## src/rtl/isa_pkg.sv

```systemverilog
// Isa: machine-wide sizes and the program loader state encoding.
// Shared by the loader RTL and by benches that probe its state.
package Isa;

   localparam int REGISTER_SIZE        = 16;
   localparam int MEMORY_ADDRESS_WIDTH = 8;

   typedef enum logic [2:0] {
      GET_ADDRESS,
      GET_COUNT,
      GET_HIGH,
      GET_LOW,
      WRITE,
      DONE
   } LoaderState;

endpackage

```

## src/rtl/program_loader.sv

```systemverilog
// program_loader: turns a byte stream of {address, count, words...}
// blocks into RAM writes, holding the processor in reset until done.
// Ports:
//   i_clock, i_reset (async, active low)
//   i_byte_valid, i_byte, o_byte_ready  - load stream handshake
//   o_mem_write_enable, o_mem_address,
//   o_mem_write_data                    - single-port RAM write port
//   o_processor_reset (active low), o_done
module program_loader
   import Isa::*;
#(
   parameter int WORD_WIDTH    = REGISTER_SIZE,
   parameter int ADDRESS_WIDTH = MEMORY_ADDRESS_WIDTH
) (
   input  logic                     i_clock,
   input  logic                     i_reset,
   input  logic                     i_byte_valid,
   input  logic [7:0]               i_byte,
   output logic                     o_byte_ready,
   output logic                     o_mem_write_enable,
   output logic [ADDRESS_WIDTH-1:0] o_mem_address,
   output logic [WORD_WIDTH-1:0]    o_mem_write_data,
   output logic                     o_processor_reset,
   output logic                     o_done
);

   LoaderState state;
   LoaderState state_next;

   logic [ADDRESS_WIDTH-1:0] address_count;
   logic [7:0]               word_count;
   logic [7:0]               high_byte;
   logic [ADDRESS_WIDTH-1:0] mem_address;
   logic [WORD_WIDTH-1:0]    mem_data;
   logic                     accept;

   assign accept = i_byte_valid & o_byte_ready;

   always_ff @(posedge i_clock or negedge i_reset) begin
      if (!i_reset) begin
         state <= GET_ADDRESS;
      end else begin
         state <= state_next;
      end
   end

   always_comb begin
      state_next         = state;
      o_byte_ready       = 1'b0;
      o_mem_write_enable = 1'b0;
      o_done             = 1'b0;
      o_processor_reset  = 1'b0;
      unique case (state)
         GET_ADDRESS: begin
            o_byte_ready = 1'b1;
            if (i_byte_valid) state_next = GET_COUNT;
         end
         GET_COUNT: begin
            o_byte_ready = 1'b1;
            if (i_byte_valid) begin
               state_next = (i_byte == 8'd0) ? DONE : GET_HIGH;
            end
         end
         GET_HIGH: begin
            o_byte_ready = 1'b1;
            if (i_byte_valid) state_next = GET_LOW;
         end
         GET_LOW: begin
            o_byte_ready = 1'b1;
            if (i_byte_valid) state_next = WRITE;
         end
         WRITE: begin
            o_mem_write_enable = 1'b1;
            // word_count still holds the pre-decrement value here
            state_next = (word_count == 8'd1) ? GET_ADDRESS : GET_HIGH;
         end
         DONE: begin
            o_done            = 1'b1;
            o_processor_reset = 1'b1;
         end
         default: state_next = GET_ADDRESS;
      endcase
   end

   always_ff @(posedge i_clock or negedge i_reset) begin
      if (!i_reset) begin
         address_count <= '0;
         word_count    <= '0;
         high_byte     <= '0;
         mem_address   <= '0;
         mem_data      <= '0;
      end else begin
         if (accept) begin
            unique case (state)
               GET_ADDRESS: address_count <= ADDRESS_WIDTH'(i_byte);
               GET_COUNT:   word_count    <= i_byte;
               GET_HIGH:    high_byte     <= i_byte;
               GET_LOW: begin
                  // output registers hold the word through WRITE and after
                  mem_address <= address_count;
                  mem_data    <= WORD_WIDTH'({high_byte, i_byte});
               end
               default: ;
            endcase
         end
         if (state == WRITE) begin
            address_count <= address_count + ADDRESS_WIDTH'(1);
            word_count    <= word_count - 8'd1;
         end
      end
   end

   assign o_mem_address    = mem_address;
   assign o_mem_write_data = mem_data;

endmodule

```

## config.mk

```make
export PLATFORM = sky130hd
export DESIGN_NAME = program_loader
export DESIGN_NICKNAME = d
export VERILOG_FILES = /design/src/rtl/isa_pkg.sv /design/src/rtl/program_loader.sv
export SDC_FILE = /design/constraint.sdc
export NUM_CORES = 1
export LEC_CHECK = 0
export BUFFER_PORTS_ARGS = -buffer_cell sky130_fd_sc_hd__buf_4
export CAP_MARGIN = 15
export CELL_PAD_IN_SITES_DETAIL_PLACEMENT = 1
export CELL_PAD_IN_SITES_GLOBAL_PLACEMENT = 1
export CORE_MARGIN = 1
export CORE_UTILIZATION = 35
export CTS_CLUSTER_SIZE = 25
export DETAILED_ROUTE_END_ITERATION = 6
export PLACE_DENSITY_LB_ADDON = 0.1
export SYNTH_ARGS = -nofsm -noshare
export SYNTH_HDL_FRONTEND = slang
export SYNTH_SLANG_ARGS = --single-unit
```

## constraint.sdc

```tcl
create_clock -name i_clock -period 3.8 [get_ports i_clock]
set_input_delay 0.57 -clock i_clock [delete_from_list [all_inputs] [get_ports i_clock]]
set_output_delay 0.57 -clock i_clock [all_outputs]
set_load 0.01 [all_outputs]
```

==> metrics.txt, run 1 <==
outcome=finished, final reports clean; crit-path max FO=19; flops & latches, synth=51; routed wire length=5560 um; RSZ-0062 raised after global routing=false; GRT overflow=0; die height=between 80 and 90 um; Synth cell types=between 40 and 50; Slew @ Worst Pin=just over 0.7 ns; cts hold-fix bufs=0; Initial DRT Pass Iterations=6; Crit Reg-Reg Startpoint=state[0]; CORE AREA=around 0.0065 mm2; fmax=between 0.3 and 0.4 GHz; Synth warnings=0; Reg2Reg Depth=5; critical path startpoint category=flip-flop; vias=around 1700; postcts setup bufs=0; nets=between 200 and 300; top post-synthesis cells by area=dfrtp_1, mux2_2, a21oi_1, nand2_1, nor2_1; Final min period=between 2 and 3 ns; layout cells sized above 1=0.343; Max-slew headroom=0.518; P per Cell Area=825 mW/mm2; DIE WIDTH=~85 um; hold crit path type=in2async; global-route wire length before repair=around 9200 um; Clock Skew=between 0.005 and 0.006 ns; PostCTS Resize Cnt=0; final total power=2.30 mW; syn avg cell area=approximately 11 um2; vias per cell=approximately 5.3; gr usage total=0.168; flop2flop setup slack=between 1.5 and 2 ns; max-cap violations=0; final setup fails=0; sequential element share of the synthesized area=0.533; Max clock buf depth=2; Placement Rows=29; DRT iter0 DRCs=70; placed insts=317; met3 WL=between 150 and 200 um; synthesized instance count=~210; CP max-delay cell=or3b_1; Pleak=1.23 nW; synthesis-to-finish area growth=16.7%; Worst Path Required=around 3.2 ns; residual DRC count=0; max-slew violations=0; Synth Flop Type=dfrtp_1; Ports=39; Synth top area share=0.533; Fin. Hold Viols=0; Reg clk slew, reported paths=about 0.09 ns; routed wl met2=2660 um; clock latency at the later pin of the worst-skew pair=0.30 ns; Initial Util=0.371; DP HPWL=around 3800 um; vias in the first global route=between 1500 and 2000; post-route ant nets=0; clk root buf=clkbuf_8; top layer reached by signal wires=met4; GPL Wtd Cong=0.736; WL met1=2680 um; pin count of the biggest net entering global routing=52; total negative slack=0 ns; Yosys top cell by area=dfrtp_1; die footprint=about 0.0072 mm2; number of H-tree levels=2; initial antenna violation count=0; syn nets=roughly 230; Mapped Area=approximately 0.0024 mm2; clk sinks=51; maximum vdd drop=0.000361 V; CP Data Arrival Time=~2.0 ns; Setup CP Type=reg2out; period utilization=0.683; # fillers=724; Finished Core Util=0.432; RR Endpoint=address_count[6]; Layout Cells excl Fill=roughly 330; crit end category=output port; Num CTS Buffers=5; Top delay family on crit path=simple AND/OR/NAND/NOR gates; EDFF count, synth=0; sequence of cells on the critical path=or3b_1 -> clkinv_4 -> buf_4; ANT cells=0; CP max stage delay=0.61 ns; post-synthesis async set-or-reset flop share=1.00; TritonCTS clock tree=done; critical path buffer and inverter count=2; port buffer count=38; routed len/inst=~17 um
==> cell usage after synthesis, types with 2 or more instances <==
| library cell | count |
|---|---|
| a21oi_1 | 13 |
| a31oi_1 | 2 |
| and3_1 | 2 |
| buf_2 | 6 |
| buf_6 | 3 |
| dfrtp_1 | 51 |
| ha_1 | 3 |
| inv_1 | 9 |
| mux2_2 | 30 |
| nand2_1 | 17 |
| nand2b_1 | 2 |
| nand3_1 | 8 |
| nand4_1 | 3 |
| nand4b_1 | 2 |
| nor2_1 | 13 |
| nor2b_1 | 2 |
| nor3_1 | 5 |
| nor3b_1 | 2 |
| o21ai_0 | 9 |
| o221a_2 | 2 |
| o22ai_1 | 2 |
| or4_1 | 2 |
==> logic make-up after synthesis <==
kind of cell,after synthesis,synth area share
simple gates,65,0.144
fa+ha+maj,3,0.0157
compound gates,43,0.119
flops,51,0.533
buf+inv,20,0.0476
mux,30,0.141
==> power by group <==
| group | switching (mW) | total [mW] | internal [mW] |
|---|---|---|---|
| sequential | 0.216 | 1.03 | 0.814 |
| combinational | 0.448 | 0.958 | 0.511 |
| clock | 0.184 | 0.316 | 0.133 |
| total | 0.847 | 2.30 | 1.46 |
==> state kept, by name, summed over array words and instances, names as in the netlist <==
| signal | cells |
|---|---|
| o_mem_address | 8 |
| state | 3 |
| high_byte | 8 |
| word_count | 8 |
| o_mem_write_data | 16 |
| address_count | 8 |
==> how the worst max path moves through the flow <==
stage	from	cells after the start	end
detailed placement	state[0]	3	o_mem_write_enable
CTS	state[0]	3	o_mem_write_enable
finish	state[0]	3	o_mem_write_enable
global route	state[0]	3	o_mem_write_enable
floorplan	state[2]	4	o_processor_reset
global placement	state[0]	3	o_mem_write_enable
==> layer usage <==
layer / GRT usage / vias up
li1: - / 831
met1: 0.225 / 853
met5: 0 / -
met2: 0.277 / 30
met3: 0.0413 / 2
met4: 0.0370 / 0
==> cells in the final DEF (no fill, tap or decap), types with 2 or more instances in the layout <==
master,netlist,routed
and3_1,2,2
dfrtp_1,51,51
a21oi_1,13,13
nand3_1,8,8
inv_1,9,9
o21ai_0,9,9
nor2b_1,2,2
or4_1,2,2
nor2_1,13,13
nand4_1,3,3
nor3_1,5,5
mux2_2,30,30
nand2b_1,2,2
ha_1,3,3
a31oi_1,2,2
buf_4,1,38
o221a_2,2,2
nand4b_1,2,2
nand2_1,17,17
nor3b_1,2,2
clkbuf_8,0,5
o22ai_1,2,2
==> layout make-up <==
class	count	area (um2)	share of cell area
multi-input combinational	141	1000	0.359
sequential	51	1280	0.457
clock buffer	6	72.6	0.0260
timing repair buffer	38	285	0.102
clock inverter	2	16.3	0.00582
inverter	10	42.5	0.0152
tap	77	96.3	0.0345
==> per-stage QoR <==
step	worst slack (ns)	hold WS (ns)	area [um2]
6_report	1.20	0.279	2790
5_1_grt	1.05	0.331	2790
4_1_cts	1.18	0.314	2790
3_5_place_dp	1.53	0.481	2700
3_3_place_gp	1.57	0.470	2700
2_1_floorplan	1.99	0.274	2390
(Power assumes the default switching activity.)
==> run 2, diff against run 1 <==
--- a/config.mk
+++ b/config.mk
@@ -5,6 +5,7 @@
 export SDC_FILE = /design/constraint.sdc
 export NUM_CORES = 1
 export LEC_CHECK = 0
+export ABC_AREA = 1
 export BUFFER_PORTS_ARGS = -buffer_cell sky130_fd_sc_hd__buf_4
 export CAP_MARGIN = 15
 export CELL_PAD_IN_SITES_DETAIL_PLACEMENT = 1
==> constraint.sdc (replaced) <==
create_clock -name i_clock -period 2.65 [get_ports i_clock]
set_input_delay 0.3975 -clock i_clock [delete_from_list [all_inputs] [get_ports i_clock]]
set_output_delay 0.3975 -clock i_clock [all_outputs]
set_load 0.01 [all_outputs]
==> run 2 against run 1 <==
  * Utilization is 0.25 points lower
  * Global-route usage is 1.9 points higher
  * Flip-flop and latch count stayed put
  * Largest power group is now combinational cells
  * Clock skew is 0.0058 ns higher
  * Die area is 3.7% higher
  * Sequential power is 35% higher
  * Worst hold slack worse by 0.17 ns
  * Register-to-register slack worse by 0.84 ns
  * Combinational power is 48% higher
  * Power is 43% higher
  * Non-clock buffer count is 2 higher
==> metrics.txt, run 2 <==
DP Worst Slack=a little under 0.9 ns; DIE WIDTH=between 80 and 90 um; top-count cell post-synth=nand2_1; final worst-path setup slack=0.534 ns; layout cells sized above 1=0.148; PostCTS Resize Cnt=0; initial antenna violation count=0; Max clock buf depth=2; commonest cells in the netlist=nand2_1, dfrtp_1, inv_1; Ports=39; ANT cells=0; CORE AREA=0.00683 mm2; Synth Area in Adders=0.0151; Max-slew headroom=0.554; vias=between 2000 and 2500; Reg clk slew, reported paths=around 0.10 ns; port buffer count=38; final setup fails=0; clk root buf=clkbuf_8; post-synthesis async set-or-reset flop share=1.00; P per Cell Area=~1100 mW/mm2; Top delay family on crit path=buffers and inverters; Finished Core Util=0.430; TritonCTS clock tree=done; Slew @ Worst Pin=around 0.67 ns; Synth warnings=0; Synth top area share=0.514; synthesis-to-finish area growth=18.2%; post-route ant nets=0; placed inst area=between 0.002 and 0.003 mm2; die footprint=about 0.0074 mm2; GPL Wtd Cong=between 0.8 and 0.9; Yosys top cell by area=dfrtp_1; synthesized instance count=roughly 320; max-slew violations=0; EDFF count, synth=0; gr usage total=0.187; outcome=finished, final reports clean; clk sinks=51; CP max stage delay=0.43 ns; GRT overflow=0; routed wire length=about 6400 um; final total power=approximately 3.3 mW; Pleak=approximately 1.6 nW; syn avg cell area=7.72 um2; critical path startpoint category=flip-flop; max-cap violations=0; number of H-tree levels=2; routed len/inst=14.1 um; Worst Path Required=approximately 2.3 ns; commonest non-fill, non-tap cells in the layout=nand2_1, dfrtp_1, buf_4, inv_1, nor2_1; global-route wire length before repair=10900 um; Fin. Hold Viols=0; DRT iter0 DRCs=83; period utilization=0.798; clock latency at the later pin of the worst-skew pair=about 0.30 ns; Initial DRT Pass Iterations=4; Initial Util=0.364; cts hold-fix bufs=0; CP max-delay cell=dfrtp_1; Num CTS Buffers=5; Placement Rows=30; hold crit path type=in2async; Synth Area in Compound Gates=0.110; main combinational cell family by area after synthesis=simple AND/OR/NAND/NOR gates; flops & latches, synth=51; maximum vdd drop=0.000353 V; vias per cell=between 4 and 5; postcts setup bufs=0; Synth cell types=23; most common cell after layout, fill and taps aside=nand2_1; die height=around 86 um; pin count of the biggest net entering global routing=between 50 and 60; Mapped Area=approximately 0.0025 mm2; sequence of cells on the critical path=nor2_1 -> nand2_1 -> inv_2 -> buf_4; max reg flops=16; crit-path max FO=16; critical path buffer and inverter count=2; CP Data Arrival Time=around 1.7 ns; residual DRC count=0; syn nets=336; RSZ-0062 raised after global routing=false; Setup CP Type=reg2out; crit end category=output port; XOR/XNOR Fraction of Synth Area=0.00705; top post-synthesis cells by area=dfrtp_1, nand2_1, o21ai_0, inv_1, nor2_1; Post-Synth Simple-Gate Area=0.270; post-route cell area=slightly below 0.003 mm2; vias in the first global route=roughly 2100; post-synthesis mux area share=0; Final min period=about 2.1 ns; Clock Skew=~0.012 ns; total negative slack=0 ns; sequential element share of the synthesized area=0.514; DP HPWL=4770 um; fmax=0.473 GHz; nets=about 370; Synth Flop Type=dfrtp_1
[run 2: final timing paths]
kind                            slack, ns             start  cells after the start                   end
worst max register to register       0.94          state[0]                      6         word_count[3]
worst min-delay path                 0.11           i_reset                      1  o_mem_write_data[15]
worst max-delay path                 0.53          state[0]                      4    o_mem_write_enable
max in group asynchronous            2.08           i_reset                      1         word_count[1]
min in group i_clock                 0.40         i_byte[2]                      3   o_mem_write_data[2]
worst min register to register       0.48  o_mem_address[5]                      2      o_mem_address[5]
[run 2: where the power goes]
group	switching [mW]	leakage [nW]	total (mW)	internal, mW
clock	0.272	0.0474	0.486	0.214
combinational	0.854	0.878	1.42	0.564
sequential	0.262	0.628	1.39	1.13
[run 2: through the flow]
step | std cells | hold WS [ns]
4_1_cts | 455 | 0.143
3_3_place_gp | 447 | 0.457
6_report | 455 | 0.111
2_1_floorplan | 322 | 0.102
5_1_grt | 455 | 0.151
3_5_place_dp | 447 | 0.461
[run 2: cell type report]
class                      count  area [um2]
tap                           96         120
fill                         868        3890
timing repair buffer          40         300
multi-input combinational    222         998
inverter                      38         143
clock buffer                   6        82.6
sequential                    51        1280
clock inverter                 2        16.3
[run 2: routing by layer]
layer	global-route usage	wire [um]
met5	0	0
met2	0.299	2870
met4	0.0318	38
met3	0.0314	182
met1	0.270	3330
[run 2: cells by family (layout without fill, tap and decap cells)]
| kind of cell | count (synthesis) | after routing |
|---|---|---|
| flops | 51 | 51 |
| simple gates | 164 | 164 |
| compound gates | 53 | 53 |
| xor+xnor | 2 | 2 |
| fa+ha+maj | 3 | 3 |
| buf+inv | 49 | 86 |
[run 2: worst reg2reg max path, stage by stage, from the launching register on]
cell	delay [ns]
dfrtp_1	0.43
nor2_1	0.14
nand2_1	0.30
inv_2	0.36
nor2_1	0.10
o21ai_0	0.20
nand2_1	0.07
==> run 3, diff against run 2 <==
==> constraint.sdc (replaced) <==
create_clock -name i_clock -period 1.7 [get_ports i_clock]
set_input_delay 0.255 -clock i_clock [delete_from_list [all_inputs] [get_ports i_clock]]
set_output_delay 0.255 -clock i_clock [all_outputs]
set_load 0.01 [all_outputs]
==> run 3 against run 2 <==
  * The flow now finishes with violations (negative hold slack)
  * Count of clock-buffer cells in the layout did not move
  * Power up 56%
  * Via count up 1.2%
  * Sequential power grew 57%
  * Register-to-register slack lost 0.73 ns
  * Critical path type unchanged
==> metrics.txt, run 3 (synthesis results as in run 2) <==
# fillers=roughly 870; Slew @ Worst Pin=0.668 ns; Num CTS Buffers=5; global-route wire length before repair=between 10000 and 15000 um; routed wl met2=3080 um; Reg clk slew, reported paths=around 0.090 ns; DIE WIDTH=86.3 um; vias in the first global route=roughly 2100; vias=2181; Final min period=approximately 1.5 ns; crit-path max FO=6; Setup CP Type=reg2out; Clock Power Share=0.135; synthesis-to-finish area growth=20.7%; DRT iter0 DRCs=138; max reg flops=16; Min Hold Slack=-0.0314 ns; Initial DRT Pass Iterations=4; final total power=about 5.1 mW; routed len/inst=roughly 14 um; period utilization=0.891; GPL Wtd Cong=between 0.7 and 0.8; final setup fails=0; Max clock buf depth=2; Logic pwr share=0.440; hold crit path type=in2async; most common cell after layout, fill and taps aside=nand2_1; Initial Util=0.364; die height=about 86 um; Pleak=~1.6 nW; post-route ant nets=0; Clock Skew=about 0.0049 ns; crit end category=output port; clock latency at the later pin of the worst-skew pair=0.30 ns; register share of total power=0.425; pin count of the biggest net entering global routing=52; P_sw=about 2.2 mW; RSZ-0062 raised after global routing=false; ANT cells=0; DP HPWL=4800 um; residual DRC count=0; GRT overflow=0; total negative slack=0 ns; maximum vdd drop=between 0.0005 and 0.0006 V; CORE AREA=approximately 0.0068 mm2; vias per cell=about 4.7; clk sinks=between 50 and 60; met3 WL=~150 um; routed wire length=roughly 6600 um; port buffer count=38; die footprint=about 0.0074 mm2; initial antenna violation count=0; layout cells sized above 1=0.166; Placement Rows=30; max-cap violations=0; CP Data Arrival Time=roughly 1.3 ns; Net Sw Frac=0.420; Max-slew headroom=0.554; critical path startpoint category=flip-flop; Fin. Hold Viols=34; gr usage total=0.192; fmax=~0.66 GHz; top layer reached by signal wires=met4; Internal Power=2.99 mW; clk root buf=clkbuf_8; commonest non-fill, non-tap cells in the layout=nand2_1, dfrtp_1, buf_4, inv_1, nor2_1; outcome=finished, violations left; failing checks=negative hold slack; WL met1=3270 um; TritonCTS clock tree=done; P per Cell Area=roughly 1700 mW/mm2; nets=380; Finished Core Util=0.439; Ports=39; number of H-tree levels=2; max-slew violations=0; Worst Path Required=1.44 ns
run 3: changes by cell type in the layout (fill, tap and decap cells not counted), sizes merged:
cell  delta
buf      +8
run 3: power groups by stage:
stage / registers, mW / clock network (mW) / logic, mW
after global placement: 2.19 / 0 / 2.20
final: 2.18 / 0.697 / 2.26
after global routing: 2.27 / 0.756 / 2.62
after detailed placement: 2.21 / 0 / 2.26
after floorplan: 2.22 / 0 / 1.33
after CTS: 2.19 / 0.731 / 2.31
run 3: metal layers:
metal / up-vias / track usage
met5: - / 0
met4: 0 / 0.0500
met3: 4 / 0.0324
met2: 26 / 0.319
met1: 1043 / 0.261
li1: 1108 / -
run 3: timing repair:
item	4_1_cts	5_1_grt
setup endpoints to repair	1	2
gates cloned	0	0
buffers inserted	3	0
gates resized for setup	1	1
hold buffers	0	0
run 3: worst paths after layout:
check / start / to / slack [ns] / cells after the start
min in group i_clock: i_byte[2] / o_mem_write_data[2] / 0.28 / 3
max in group asynchronous: i_reset / address_count[4] / 1.28 / 1
max reg2reg: state[2] / high_byte[0] / 0.21 / 4
min: i_reset / o_mem_write_data[10] / -0.03 / 1
min reg2reg: o_mem_write_data[13] / o_mem_write_data[13] / 0.48 / 2
max: state[0] / o_mem_write_enable / 0.19 / 4
run 3: area by class of cell:
cell class,instances,area (um2),share of cell area
Sequential cell,51,1280,0.425
Multi-Input combinational cell,222,1000,0.334
Timing Repair Buffer,48,373,0.124
Inverter,38,145,0.0484
Tap cell,96,120,0.0400
Clock buffer,6,72.6,0.0242
Clock inverter,2,12.5,0.00417
run 3: through the flow:
step	instance area [um2]	cells	setup WS, ns
6_report	3000	463	0.186
5_1_grt	3000	463	0.0453
4_1_cts	3000	463	0.113
3_5_place_dp	2880	452	0.201
3_3_place_gp	2880	452	0.289
2_1_floorplan	2480	322	0.445
run 3: worst max-delay path, stage by stage (launching register included):
cell	delay, ns
dfrtp_1	0.43
nor2_1	0.17
nand2_2	0.14
inv_4	0.10
buf_4	0.12
